**src/rtl/bm_pkg.sv**
```systemverilog
// Shared gamepad/bomberman constants: direction codes, button bit positions,
// default NES pad timing, and the facing-direction priority helpers.
package bm_pkg;

  localparam logic [1:0] CD_U = 2'b00;
  localparam logic [1:0] CD_R = 2'b01;
  localparam logic [1:0] CD_D = 2'b10;
  localparam logic [1:0] CD_L = 2'b11;

  localparam int BTN_A     = 0;
  localparam int BTN_B     = 1;
  localparam int BTN_SEL   = 2;
  localparam int BTN_START = 3;
  localparam int BTN_U     = 4;
  localparam int BTN_D     = 5;
  localparam int BTN_L     = 6;
  localparam int BTN_R     = 7;

  localparam int POLL_DIV_DEF  = 1666667;
  localparam int LATCH_CYC_DEF = 1200;
  localparam int HALF_BIT_DEF  = 600;

  typedef enum logic [2:0] {
    ST_IDLE, ST_LATCH, ST_SAMPLE, ST_CLK_HI, ST_CLK_LO, ST_UPDATE
  } nes_st_e;

  // Direction vectors are indexed by CD code: [0]=U [1]=R [2]=D [3]=L,
  // so scanning upward gives the U,R,D,L priority.
  function automatic logic [1:0] first_dir(input logic [3:0] v);
    logic [1:0] r;
    r = CD_U;
    for (int i = 3; i >= 0; i--)
      if (v[i]) r = i[1:0];
    return r;
  endfunction

  function automatic logic [1:0] cd_sel(input logic [3:0] cur, input logic [3:0] prev,
                                        input logic [1:0] cd);
    logic [3:0] newp;
    newp = cur & ~prev;
    if (|newp)        return first_dir(newp);
    else if (cur[cd]) return cd;
    else if (|cur)    return first_dir(cur);
    else              return cd;
  endfunction

endpackage

```
**src/rtl/bm_nes_shifter.sv**
```systemverilog
// NES pad serial engine: free-running poll counter, latch strobe, 8 clocked
// samples into raw[7:0]; frame_done is high for the single UPDATE cycle.
module bm_nes_shifter
  import bm_pkg::*;
#(
  parameter int POLL_DIV  = POLL_DIV_DEF,
  parameter int LATCH_CYC = LATCH_CYC_DEF,
  parameter int HALF_BIT  = HALF_BIT_DEF
) (
  input  logic       clk,
  input  logic       reset,
  input  logic       nes_data,
  output logic       nes_latch,
  output logic       nes_clk,
  output logic [7:0] raw,
  output logic       frame_done
);

  localparam int CNT_W  = (POLL_DIV > 2) ? $clog2(POLL_DIV) : 1;
  localparam int TMAX   = (LATCH_CYC > HALF_BIT) ? LATCH_CYC : HALF_BIT;
  localparam int TMR_W  = (TMAX > 2) ? $clog2(TMAX) : 1;

  nes_st_e          st, st_nxt;
  logic [CNT_W-1:0] poll_cnt;
  logic [TMR_W-1:0] tmr, tmr_nxt;
  logic [2:0]       idx, idx_nxt;
  logic [7:0]       sh, sh_nxt;
  logic             poll_tick;

  assign poll_tick = (poll_cnt == CNT_W'(POLL_DIV - 1));
  assign raw       = sh;

  always_comb begin
    st_nxt  = st;
    tmr_nxt = tmr;
    idx_nxt = idx;
    sh_nxt  = sh;
    case (st)
      ST_IDLE: begin
        // A tick seen outside IDLE is simply lost; polls never queue.
        if (poll_tick) begin
          st_nxt  = ST_LATCH;
          tmr_nxt = '0;
        end
      end
      ST_LATCH: begin
        if (tmr == TMR_W'(LATCH_CYC - 1)) begin
          st_nxt  = ST_SAMPLE;
          tmr_nxt = '0;
        end else tmr_nxt = tmr + TMR_W'(1);
      end
      ST_SAMPLE: begin
        sh_nxt[idx] = ~nes_data;
        tmr_nxt     = '0;
        st_nxt      = (idx == 3'd7) ? ST_UPDATE : ST_CLK_HI;
      end
      ST_CLK_HI: begin
        if (tmr == TMR_W'(HALF_BIT - 1)) begin
          st_nxt  = ST_CLK_LO;
          tmr_nxt = '0;
          idx_nxt = idx + 3'd1;
        end else tmr_nxt = tmr + TMR_W'(1);
      end
      ST_CLK_LO: begin
        if (tmr == TMR_W'(HALF_BIT - 1)) begin
          st_nxt  = ST_SAMPLE;
          tmr_nxt = '0;
        end else tmr_nxt = tmr + TMR_W'(1);
      end
      ST_UPDATE: begin
        idx_nxt = '0;
        st_nxt  = ST_IDLE;
      end
      default: st_nxt = ST_IDLE;
    endcase
  end

  // Pad-facing strobes are flops decoded from the next state, so they never glitch.
  always_ff @(posedge clk or negedge reset) begin
    if (!reset) begin
      st         <= ST_IDLE;
      poll_cnt   <= '0;
      tmr        <= '0;
      idx        <= '0;
      sh         <= '0;
      nes_latch  <= 1'b0;
      nes_clk    <= 1'b0;
      frame_done <= 1'b0;
    end else begin
      st         <= st_nxt;
      poll_cnt   <= poll_tick ? '0 : poll_cnt + CNT_W'(1);
      tmr        <= tmr_nxt;
      idx        <= idx_nxt;
      sh         <= sh_nxt;
      nes_latch  <= (st_nxt == ST_LATCH);
      nes_clk    <= (st_nxt == ST_CLK_HI);
      frame_done <= (st_nxt == ST_UPDATE);
    end
  end

endmodule

```
**src/rtl/bm_controller_in.sv**
```systemverilog
// Bomberman gamepad front end: opposite-pair masking, facing-direction (cd)
// tracking and registered button levels. Optional macro BM_CTRL_FILTER_EN.
module bm_controller_in
  import bm_pkg::*;
#(
  parameter int POLL_DIV  = POLL_DIV_DEF,
  parameter int LATCH_CYC = LATCH_CYC_DEF,
  parameter int HALF_BIT  = HALF_BIT_DEF
) (
  input  logic       clk,
  input  logic       reset,
  input  logic       nes_data,
  output logic       nes_latch,
  output logic       nes_clk,
  output logic       L,
  output logic       R,
  output logic       U,
  output logic       D,
  output logic       A,
  output logic       B,
  output logic       start,
  output logic       sel,
  output logic [1:0] cd,
  output logic       btn_valid
);

  logic [7:0] raw, src;
  logic       frame_done;
  logic       u_m, d_m, l_m, r_m;
  logic [3:0] dirs_now, dirs_prev;
  logic [1:0] cd_nxt;

  bm_nes_shifter #(
    .POLL_DIV (POLL_DIV),
    .LATCH_CYC(LATCH_CYC),
    .HALF_BIT (HALF_BIT)
  ) u_shifter (
    .clk       (clk),
    .reset     (reset),
    .nes_data  (nes_data),
    .nes_latch (nes_latch),
    .nes_clk   (nes_clk),
    .raw       (raw),
    .frame_done(frame_done)
  );

`ifdef BM_CTRL_FILTER_EN
  // A bit moves only when this frame's raw sample matches the previous raw sample.
  logic [7:0] prev_raw, filt, agree;
  assign agree = ~(raw ^ prev_raw);
  assign src   = (raw & agree) | (filt & ~agree);

  always_ff @(posedge clk or negedge reset) begin
    if (!reset) begin
      prev_raw <= '0;
      filt     <= '0;
    end else if (frame_done) begin
      prev_raw <= raw;
      filt     <= src;
    end
  end
`else
  assign src = raw;
`endif

  assign u_m = src[BTN_U] & ~src[BTN_D];
  assign d_m = src[BTN_D] & ~src[BTN_U];
  assign l_m = src[BTN_L] & ~src[BTN_R];
  assign r_m = src[BTN_R] & ~src[BTN_L];

  assign dirs_now  = {l_m, d_m, r_m, u_m};
  assign dirs_prev = {L, D, R, U};
  assign cd_nxt    = cd_sel(dirs_now, dirs_prev, cd);

  always_ff @(posedge clk or negedge reset) begin
    if (!reset) begin
      {L, R, U, D}       <= '0;
      {A, B, start, sel} <= '0;
      cd                 <= CD_D;
      btn_valid          <= 1'b0;
    end else begin
      btn_valid <= frame_done;
      if (frame_done) begin
        U     <= u_m;
        D     <= d_m;
        L     <= l_m;
        R     <= r_m;
        A     <= src[BTN_A];
        B     <= src[BTN_B];
        sel   <= src[BTN_SEL];
        start <= src[BTN_START];
        cd    <= cd_nxt;
      end
    end
  end

endmodule

```
**config.mk**
```make
export PLATFORM = sky130hd
export DESIGN_NAME = bm_controller_in
export DESIGN_NICKNAME = d
export VERILOG_FILES = /design/src/rtl/bm_pkg.sv /design/src/rtl/bm_nes_shifter.sv /design/src/rtl/bm_controller_in.sv
export SDC_FILE = /design/constraint.sdc
export NUM_CORES = 1
export LEC_CHECK = 0
export CORE_UTILIZATION = 30
export CTS_CLUSTER_DIAMETER = 50
export DETAILED_ROUTE_END_ITERATION = 8
export PLACE_DENSITY_LB_ADDON = 0.08
export SYNTH_ARGS = -nofsm -noshare
export SYNTH_HDL_FRONTEND = slang
export SYNTH_SLANG_ARGS = --single-unit
export TNS_END_PERCENT = 100
```
**constraint.sdc**
```tcl
create_clock -name clk -period 4.75 [get_ports clk]
set_input_delay 0.475 -clock clk [delete_from_list [all_inputs] [get_ports clk]]
set_output_delay 0.475 -clock clk [all_outputs]
set_load 0.03 [all_outputs]
```
; ---- Word-level counts from Yosys, hierarchy flattened
; Cells that the tools add are included.
[totals]
register_bits = 60
in_bits = 3
elab_cells = 90
output_inout_bits = 13
[classes]
reduce_logical = 11
n_bitwise = 11
n_eq_ne = 15
n_lt_le_gt_ge = 3
n_addsub = 3
n_mux = 29
[op_table]
columns = operator, n
row1 = case mux 11 bit (4 select lines), 1
row2 = two-way mux 11 bit, 3
row3 = two-way mux 2 bit, 11
row4 = adder 21 x 1 -> 21 bit (second input constant), 1
row5 = equality test 21 bit (second input constant), 1
row6 = two-way mux 21 bit, 1
row7 = two-way mux 3 bit, 6
row8 = case mux 3 bit (5 select lines), 1
row9 = equality test 3 bit (second input constant), 4
row10 = adder 11 x 1 -> 11 bit (second input constant), 1
row11 = equality test 11 x 10 -> 1 bit (second input constant), 1
row12 = equality test 11 bit (second input constant), 1
row13 = equality test 3 x 2 -> 1 bit (second input constant), 3
row14 = bitwise mux 8 bit, 1
row15 = OR reduction 4 bit, 2
row16 = equality test 3 x 1 -> 1 bit (second input constant), 2
row17 = case mux 3 bit (2 select lines), 1
row18 = NOT 1 bit, 5
row19 = AND 1 bit, 4
row20 = AND 4 bit, 1
row21 = < comparator 3 x 4 -> 1 bit (second input constant), 1
row22 = inequality test 2 x 1 -> 1 bit (second input constant), 2
row23 = NOT 4 bit, 1
row24 = AND reduction 2 bit, 2
row25 = 13 further kinds, 15

; ---- Logic depth before layout (Yosys ltp)
[depth]
word_depth = 9
depth_mapped = 9
depth_no_buf = 7

; ---- Hierarchy
; A second synthesis with hierarchy kept.
[hier_totals]
hier_cells = 305
hier_area_um2 = 3149.3
[modules_own_cells]
columns = mod, instances, cells_per_inst, area_per_inst_um2, seq_area_each_um2
row1 = bm_nes_shifter, 1, 254, 2514.9, 1226.2
row2 = bm_controller_in, 1, 51, 634.4, 276.5

; ---- Least setup slack after synthesis
; Ideal clock, no wire load.
[synth_timing]
path_type = reg2reg
from = register u_shifter.poll_cnt[7]
to = register u_shifter.tmr[6]
period_less_slack_ns = 2.197
stages_incl_launch_ff = 7
setup_time_ns = 0.078
required_time_ns = 4.672
path_buffers = 1
t_arrival_ns = 2.120
setup_slack_ns = 2.553
path_cell_list = dfrtp_1 -> or4b_4 -> nor4_4 -> a211oi_1 -> buf_6 -> or4_1 -> a21oi_1
[synth_via]
elab_chain_len = 3
[synth_rtl]
columns = item, line_no
row1 = "start, declared", bm_nes_shifter.sv:24  ; logic [CNT_W-1:0] poll_cnt;
row2 = "start signal, assigned", bm_nes_shifter.sv:91  ; poll_cnt <= poll_tick ? '0 : poll_cnt + CNT_W'(1);
row3 = equality test 21 bit, bm_nes_shifter.sv:30  ; assign poll_tick = (poll_cnt == CNT_W'(POLL_DIV - 1));
row4 = inequality test 2 x 1 -> 1 bit (no line), n/a
row5 = AND reduction 2 bit (no line), n/a
row6 = "end signal, assigned", bm_nes_shifter.sv:92  ; tmr <= tmr_nxt;
row7 = "end, declared", bm_nes_shifter.sv:25  ; logic [TMR_W-1:0] tmr, tmr_nxt;
; No other way between the ends.
; A chain may end at the register's enable or synchronous reset.

; ---- Final worst setup path
[layout_timing]
from = register u_shifter.tmr[6]
to = register u_shifter.tmr[5]
[layout_via]
elab_chain_len = 3
word_cells_on_any_way = 5
cone_classes = 2 x eq/ne / 3 x mux
[layout_rtl]
columns = item, line_no
row1 = equality test 11 x 10 -> 1 bit / equality test 11 bit (equally long branches), "bm_nes_shifter.sv:58, bm_nes_shifter.sv:65, bm_nes_shifter.sv:47"
row2 = two-way mux 11 bit (on tied branches), "bm_nes_shifter.sv:58, bm_nes_shifter.sv:65, bm_nes_shifter.sv:47"
row3 = case mux 11 bit (4 select lines) (*), bm_nes_shifter.sv:38  ; case (st)
; Every way passes the cells marked *; elsewhere a longest branch is shown, timed or not.

==> out/summary.log <==
INFO  timing         fin_worst_hold_slack=0.2806ns
INFO  floorplanning  core_area=9864um2
INFO  cts            cts_max_path_buffers=2
INFO  cts            numCtsBuffers=9
INFO  timing         finalSetupViolations=0
INFO  synth          synth.cells.most_frequent=59 x sky130_fd_sc_hd__dfrtp_1, 24 x sky130_fd_sc_hd__nand2_1, 24 x sky130_fd_sc_hd__nor2_1, 19 x sky130_fd_sc_hd__a21oi_1
INFO  routing        wire_per_inst=13.63um
INFO  floorplanning  dieWidth=103.3um
INFO  pwr            p_per_area=296.6nW/um2
INFO  cts            cts.repair_timing.setup_buffer_count=0
INFO  pwr            power.sequential.fraction=47.9%
INFO  floorplanning  io-pin-count=16
INFO  routing        detailroute.via_count=2316
INFO  timing         maxSlewHeadroom=47.51%
INFO  flow_run       cap_violations=0
INFO  cts            cts_resized=0
INFO  min_path       hold_path.class=input pin to async pin
INFO  routing        drt-pass1-iter-count=4
INFO  critical_path  critPathLaunch=u_shifter.tmr[6]
INFO  pwr            clock_power_share=50.5%
INFO  synth          synth_most_common_cell=sky130_fd_sc_hd__dfrtp_1
INFO  cts            cts_hold_repair_buffers=0
INFO  grt            grt_first_pass_wirelength=10.86mm
INFO  place          placed_cells=448
INFO  place          post-place-ws=2.321ns
INFO  outcome        result_of_the_run=finished, final reports clean
INFO  cts            clock_sinks=60
INFO  routing        vias_per_cell=4.991
INFO  cts            cts-root-buf=sky130_fd_sc_hd__clkbuf_8
INFO  timing         fmax=406.9MHz
INFO  routing        post-route-drc-count=0
INFO  timing         clock-skew-final=0.01448ns
INFO  critical_path  worstSetupEndpointType=flop
INFO  timing         worst-slew-pin-transition=0.7874ns
INFO  pwr            internal_power=854.9uW
INFO  synth          yosysWarnings=0
INFO  cells_and_area num-fill-cells=986
INFO  pwr            worst_ir_drop_vdd=0.0001191V
INFO  synth          synth_seq_area_share=48.84%
INFO  place          input_output_buffers=15
INFO  grt            gr-usage-all-layers=13.36%
INFO  synth          ys_ff_latch=60
INFO  timing         finalWorstSetupSlack=2.293ns
INFO  timing         maxSlewViolCount=0
INFO  routing        finalWirelength=6.325mm
INFO  floorplanning  initial_standard_cell_utilization_of_the_core=31.19%
INFO  cells_and_area layout.cells.non_filler=464
INFO  synth          most_area_consuming_cells_after_synthesis=sky130_fd_sc_hd__dfrtp_1 48%, sky130_fd_sc_hd__ha_1 3.7%, sky130_fd_sc_hd__a21oi_1 3.1%
INFO  grt            grt_pass1_vias=2279
INFO  routing        ant_nets=0
INFO  routing        drt_iter0_drc=89
INFO  synth          synthDominantAreaCellType=sky130_fd_sc_hd__dfrtp_1
INFO  timing         period_minus_slack=2.457ns
INFO  synth          async_reset_ff_share=100.0%
INFO  synth          synth.top_cell.area_share=47.99%
INFO  synth          post_synth_edffs=0
INFO  grt            pin_count_of_the_biggest_net_entering_global_routing=61
INFO  floorplanning  fp.dieArea=10660um2
INFO  timing         timing.final.hold_violations=0
INFO  cts            insertion_delay=0.33ns
INFO  synth          cell_area_after_synthesis=3077um2
INFO  synth          postSynthAreaPerCell=10.09um2
INFO  grt            initial_antenna_violation_count=0
INFO  pwr            power_leakage=1.542nW
INFO  place          detailed_placement_wirelength_estimate=4.364mm
INFO  timing         totalNegativeSetupSlack=0ns
INFO  critical_path  setup.worst_path.class=flop to flop
INFO  pwr            p_comb_share=1.6%
INFO  synth          syn_nets=317
INFO  grt            globalRouteOverflowTotal=0
INFO  place          gp_congestion=0.7825
INFO  pwr            power_switching=214.5uW
INFO  cells_and_area layout.nets=338
INFO  cts            clk_pin_slew_worst_paths=0.08ns
INFO  timing         finalCritPeriodShare=51.73%
INFO  place          place_area=3369um2
INFO  cells_and_area fin_area=3606um2
INFO  pwr            p_sw_share=20.06%
INFO  floorplanning  die-height=103.3um
INFO  critical_path  timing.critical_path.fanout_max=6
INFO  cts            h_tree_levels=3
INFO  cells_and_area synthToLayoutAreaGrowth=17.20%
INFO  cells_and_area antennaDiodeCount=0
INFO  floorplanning  rows=36
INFO  critical_path  reg_to_reg_startpoint=u_shifter.tmr[6]
INFO  synth          yosys.cell_types.count=48
INFO  synth          netlist_instances=305
INFO  critical_path  worst-endpoint-required=4.92ns
INFO  critical_path  timing.critical_path.from_type=flop
INFO  timing         grt_setup_unrepaired=no
INFO  cells_and_area drive_above_1_share=10.88%
INFO  critical_path  cp_data_arrival_time=2.63ns
INFO  synth          yosys_most_used_dff=sky130_fd_sc_hd__dfrtp_1
INFO  cts            cts_tree=built
cell type report:
cell class                 count  area [um2]  share of cell area, %
timing repair buffer          17       160.2                  4.441
tap                          133       166.4                  4.615
multi-input combinational    224        1488                  41.26
inverter                      14       52.55                  1.457
clock buffer                  13       168.9                  4.684
sequential                    60        1503                  41.67
clock inverter                 3       67.56                  1.874
worst paths after layout:
| path | slack, ns | to | depth (start not counted) |
|---|---|---|---|
| max reg2reg | 2.29 | u_shifter.tmr[5] | 5 |
| min in group clk | 0.48 | u_shifter.raw[0] | 2 |
| max | 2.29 | u_shifter.tmr[5] | 5 |
| min reg2reg | 0.48 | u_shifter.raw[0] | 2 |
| max in group asynchronous | 3.92 | u_shifter.raw[4] | 2 |
| min | 0.28 | sel | 2 |
layer usage:
layer	wire length [um]	track usage (%)	vias to the layer above
li1	-	-	1157
met1	3219	18.03	1126
met2	2872	20.41	27
met3	145	2.823	6
met4	88	6.501	0
met5	0	0	-
flip-flops by register name, summed over array words and instances, names as in the netlist, 2 cells and up:
register            cells
u_shifter.poll_cnt     21
u_shifter.tmr          11
u_shifter.raw           8
u_shifter.idx           3
u_shifter.st            3
cd                      2
cell families (layout without fill, tap and decap cells):
group                      count (synthesis)  count (layout)  share of synthesized area (%)
DFF                                       60              60                          48.84
AOI/OAI and AO/OA                         61              61                          12.12
buffers and inverters                     21              47                          2.806
muxes                                     15              15                          5.612
adders and majority gates                  9               9                          3.660
and+or+nand+nor                          124             124                          22.69
xor gates and xnor gates                  15              15                          4.270
worst max-delay path: stages, from the launching register on:
cell,delay (ns)
sky130_fd_sc_hd__dfrtp_1,0.44
sky130_fd_sc_hd__or4b_2,0.68
sky130_fd_sc_hd__nor3_1,0.41
sky130_fd_sc_hd__a211oi_1,0.12
sky130_fd_sc_hd__nor3_1,0.56
sky130_fd_sc_hd__a21oi_1,0.08
cells in the final DEF, fill, tap and decap left out, drive strengths merged, types with 4 or more instances in the layout:
cell type      instances
clkbuf                13
nand2                 24
clkdlybuf4s50         14
nor2b                  4
o31ai                  6
a21oi                 19
xnor2                 10
nor3                  11
mux2i                  6
nand3                 16
nand4                  6
o21ai                 16
inv                   14
or4b                   5
dfrtp                 59
or4                    6
ha                     9
nor2                  24
or3                    7
mux2                   8
a31oi                  4
xor2                   5
power groups by stage:
stage	clock, mW	sequential (mW)	combinational (mW)
after floorplan	0	0.522	0.00371
after global placement	0	0.522	0.0187
after detailed placement	0	0.522	0.0185
after CTS	0.560	0.512	0.0185
after global routing	0.578	0.512	0.0202
final	0.540	0.513	0.0170
metrics by stage:
step / utilization, % / power, mW
after floorplan: - / 0.5261
after global placement: 34.16 / 0.5411
after detailed placement: 34.16 / 0.5408
after CTS: 36.56 / 1.091
after global routing: 36.56 / 1.111
final: 36.56 / 1.069
No activity file was read; power rests on OpenSTA's default activity.
